`src/rtl/max7219_ctrl.sv`:
```
// Serial frame controller for a MAX7219 LED driver: accepts a 16-bit frame on a
// valid/ready handshake, shifts it out MSB first and strobes LOAD when done.
module max7219_ctrl #(
   parameter int G_CLK_DIV     = 4,
   parameter int G_LOAD_CYCLES = 2
) (
   input  logic        clk,
   input  logic        rst,
   input  logic        i_valid,
   input  logic [15:0] i_data,
   output logic        o_ready,
   output logic        o_done,
   output logic        o_max7219_clk,
   output logic        o_max7219_din,
   output logic        o_max7219_load
);

   typedef enum logic [1:0] {
      S_IDLE,
      S_SHIFT_LO,
      S_SHIFT_HI,
      S_LOAD
   } state_t;

   localparam logic [7:0] DIV_LAST  = 8'(G_CLK_DIV - 1);
   localparam logic [7:0] LOAD_LAST = 8'(G_LOAD_CYCLES - 1);

   state_t      state_q, state_d;
   logic [7:0]  phase_q, phase_d;
   logic [3:0]  bit_q, bit_d;
   logic [15:0] shreg_q, shreg_d;
   logic        ready_q, ready_d;
   logic        done_q, done_d;
   logic        sclk_q, sclk_d;
   logic        din_q, din_d;
   logic        load_q, load_d;

   always_ff @(posedge clk or posedge rst) begin
      if (rst) begin
         state_q <= S_IDLE;
         phase_q <= '0;
         bit_q   <= '0;
         shreg_q <= '0;
         ready_q <= 1'b0;
         done_q  <= 1'b0;
         sclk_q  <= 1'b0;
         din_q   <= 1'b0;
         load_q  <= 1'b0;
      end else begin
         state_q <= state_d;
         phase_q <= phase_d;
         bit_q   <= bit_d;
         shreg_q <= shreg_d;
         ready_q <= ready_d;
         done_q  <= done_d;
         sclk_q  <= sclk_d;
         din_q   <= din_d;
         load_q  <= load_d;
      end
   end

   // Output registers are loaded with the values belonging to the next state,
   // so every pin changes on the same edge as the state it reflects.
   always_comb begin
      state_d = state_q;
      phase_d = phase_q + 8'd1;
      bit_d   = bit_q;
      shreg_d = shreg_q;
      ready_d = 1'b0;
      done_d  = 1'b0;
      sclk_d  = sclk_q;
      din_d   = din_q;
      load_d  = 1'b0;

      case (state_q)
         S_IDLE: begin
            ready_d = 1'b1;
            phase_d = '0;
            sclk_d  = 1'b0;
            din_d   = 1'b0;
            if (i_valid && ready_q) begin
               state_d = S_SHIFT_LO;
               shreg_d = i_data;
               din_d   = i_data[15];
               bit_d   = '0;
               ready_d = 1'b0;
            end
         end

         S_SHIFT_LO: begin
            sclk_d = 1'b0;
            if (phase_q == DIV_LAST) begin
               state_d = S_SHIFT_HI;
               phase_d = '0;
               sclk_d  = 1'b1;
            end
         end

         S_SHIFT_HI: begin
            sclk_d = 1'b1;
            if (phase_q == DIV_LAST) begin
               phase_d = '0;
               sclk_d  = 1'b0;
               if (bit_q == 4'd15) begin
                  state_d = S_LOAD;
                  bit_d   = '0;
                  load_d  = 1'b1;
               end else begin
                  state_d = S_SHIFT_LO;
                  bit_d   = bit_q + 4'd1;
                  shreg_d = {shreg_q[14:0], 1'b0};
                  din_d   = shreg_q[14];
               end
            end
         end

         S_LOAD: begin
            load_d = 1'b1;
            sclk_d = 1'b0;
            if (phase_q == LOAD_LAST) begin
               state_d = S_IDLE;
               phase_d = '0;
               load_d  = 1'b0;
               done_d  = 1'b1;
               ready_d = 1'b1;
               din_d   = 1'b0;
            end
         end

         default: begin
            state_d = S_IDLE;
            phase_d = '0;
         end
      endcase
   end

   assign o_ready        = ready_q;
   assign o_done         = done_q;
   assign o_max7219_clk  = sclk_q;
   assign o_max7219_din  = din_q;
   assign o_max7219_load = load_q;

endmodule

```
`config.mk`:
```
export PLATFORM = sky130hd
export DESIGN_NAME = max7219_ctrl
export DESIGN_NICKNAME = d
export VERILOG_FILES = /design/src/rtl/max7219_ctrl.sv
export SDC_FILE = /design/constraint.sdc
export NUM_CORES = 1
export LEC_CHECK = 0
export BUFFER_PORTS_ARGS = -buffer_cell sky130_fd_sc_hd__buf_4
export CORE_MARGIN = 4
export CORE_UTILIZATION = 51
export CTS_CLUSTER_SIZE = 20
export DETAILED_ROUTE_END_ITERATION = 7
export PLACE_DENSITY = 0.86
export SYNTH_ARGS = -nofsm -noshare
export SYNTH_HDL_FRONTEND = slang
export SYNTH_SLANG_ARGS = --single-unit
```
`constraint.sdc`:
```
create_clock -name clk -period 1.82 [get_ports clk]
set_input_delay 0.182 -clock clk [delete_from_list [all_inputs] [get_ports clk]]
set_output_delay 0.182 -clock clk [all_outputs]
set_load 0.005 [all_outputs]
```
==> metrics.yaml <==
avgSynthCellArea_sq_um: 11.8
fmax_ghz: 0.543
fin_cells: 248
clk-insertion-delay-late_ns: 0.34
wirelength_mm: 3.86
row_count: 21
netlist_area_sq_um: 1800
rsz0062_at_grt: "yes"
end_kind: "flop"
overflow: 0
final_cell_mix: "42 x buf_4, 33 x dfrtp_1, 29 x mux2_2, 12 x nor2_1, 7 x nand2_1"
finalClockSkew_ns: 0.00987
cp-start-kind: "flop"
diodes: 0
clock_sinks: 34
outcome: "complete, but fails checks"
dp_hpwl_mm: 2.81
vias: 1350
syn_nets: 180
power.leakage_uw: 0.00114
fin_nets: 228
die_h_um: 67.4
setup_viol: 7
drc: 0
layout-drive-gt1-share: 0.495
multi_input_area_sq_um: 948
max_slew_margin: 0.676
slew_viol_final: 0
peakVddDrop_v: 0.000503
antenna_left: 0
crit_required_ns: 2.04
area_growth_pct: 28.8
io_pins: 24
fin_ws_ns: -0.0232
synth.top_cell.area_share: 0.473
cts_root_buffer: "clkbuf_4"
first_pass_iters: 5
worstSetupPathType: "flop to flop"
fin_crit_sh: 1.01
dp_cells: 235
n_fill_cell: 258
htree_levels: 2
path_clk_slew_ns: 0.10
power_density_nw_per_um2: 540
yosysUniqueCellTypes: 35
fp.coreArea_sq_um: 3360
fin_setup_tns_ns: -0.112
grt_pass1_vias: 1355
antenna_found_initial: 0
viasPerCell: 5.44
clockBufferDepth: 2
p_total_uw: 1250
ys_warn_count: 0
grt_usage: 0.182
dieArea_sq_um: 4540
crit_arrival_ns: 2.07
cts_tree: "built"
grt_max_degree: 35
holdCritPathClass: "input pin to flop"
yosys-top-cells-area: "dfrtp_1 47%, mux2_2 18%, ha_1 5.6%, nor2_1 2.5%, mux2i_1 1.7%"
fin_crit_ns: 1.84
synth.largest_area_cell: "dfrtp_1"
worst_pin_slew_ns: 0.482
port_buffers: 23
gp_congestion: 0.844
regArea_sq_um: 852
start_util: 0.535
drt_iter0_markers: 128
ys_seq_elements: 34
final-hold-violation-count: 0
synth_seq_area_share: 0.473
numCtsBuffers: 5
wire_per_inst_um: 15.6
die_w_um: 67.4
grt_pass1_wl_mm: 6.04
path_max_fanout: 7
violations: "negative setup slack"
final_common_cell: "buf_4"
maxCapViolCount: 0
syn-instance-count: 153
[power by group]
| group | internal, uW | switching, uW | total (uW) |
|---|---|---|---|
| combinational | 38.3 | 24.0 | 62.3 |
| clock | 187 | 247 | 434 |
| sequential | 755 | 0 | 755 |
| total | 980 | 271 | 1250 |
[path summary, 6_finish.rpt]
kind / startpoint / to / slack, ns / depth (start not counted)
max: phase_q[3] / shreg_q[13] / -0.02 / 6
min in group asynchronous: rst / phase_q[6] / 0.49 / 4
max in group asynchronous: rst / phase_q[3] / 1.00 / 4
max reg2reg: phase_q[3] / shreg_q[13] / -0.02 / 6
min reg2reg: shreg_q[3] / shreg_q[3] / 0.52 / 1
min: i_data[0] / shreg_q[0] / 0.1 / 3
[cells by family (layout without fill, tap and decap cells)]
group	Yosys count	after routing	synth area share
compound gates	23	23	0.0959
xor+xnor	6	6	0.0292
fa+ha+maj	8	8	0.0556
buf+inv	12	61	0.0292
flops	34	34	0.473
mux	32	32	0.198
simple gates	38	38	0.120
[through the flow]
step                      hold slack [ns]   util  setup slack (ns)  area (sq um)
final                              0.0951  0.689           -0.0232          2320
after floorplan                     0.311      -           -0.0600          1820
after CTS                          0.0980  0.666            0.0149          2240
after global routing               0.0956  0.689           -0.0901          2320
after global placement              0.301  0.642           -0.0177          2160
after detailed placement            0.311  0.642           -0.0348          2160
[registers in the layout, summed over array words and instances (netlist names)]
name / cells
o_done: 1
o_max7219_din: 1
shreg_q: 15
o_ready: 1
o_max7219_clk: 1
phase_q: 8
o_max7219_load: 1
bit_q: 4
state_q: 2
[timing repair]
item,4_1_cts,5_1_grt
gates cloned,0,1
setup buffers,1,2
gates resized for setup,1,10
setup endpoints to repair,16,22
endpoints found under the hold margin,34,0
hold buffers,1,0
pin swaps,1,1
[worst max-delay path, cell delays in order (launching register included)]
cell	delay (ns)
dfrtp_2	0.45
nor4_4	0.26
buf_4	0.18
a31oi_2	0.14
nor2_4	0.20
clkbuf_16	0.18
mux2_2	0.32
[metal layers]
metal	up-vias	routed length, um	track usage
li1	641	-	-
met1	665	1510	0.210
met2	34	2110	0.320
met3	10	191	0.0549
met4	0	54	0.0608
met5	-	0	0
[Yosys cell counts (all sizes together)]
library cell	instances
dfrtp	34
mux2	29
nor2	13
ha	8
inv	8
nand2	7
nand3	6
o21ai	4
a21oi	3
a22o	3
a31oi	3
clkbuf	3
mux2i	3
xnor2	3
xor2	3
a21boi	2
and4	2
nand4	2
nand4b	2
nor2b	2
o21bai	2
a2111oi	1
a21bo	1
a21o	1
a31o	1
buf	1
nand2b	1
nor3	1
nor3b	1
nor4	1
o21a	1
o31a	1
[cell type report]
cell class,instances,share of cell area
multi-input cells,107,0.409
flip-flops and latches,34,0.368
repair buffers,45,0.160
well taps,46,0.0248
clock buffers,7,0.0237
inverters,8,0.0130
clock inverters,1,0.00216
(Power assumes the default switching activity.)
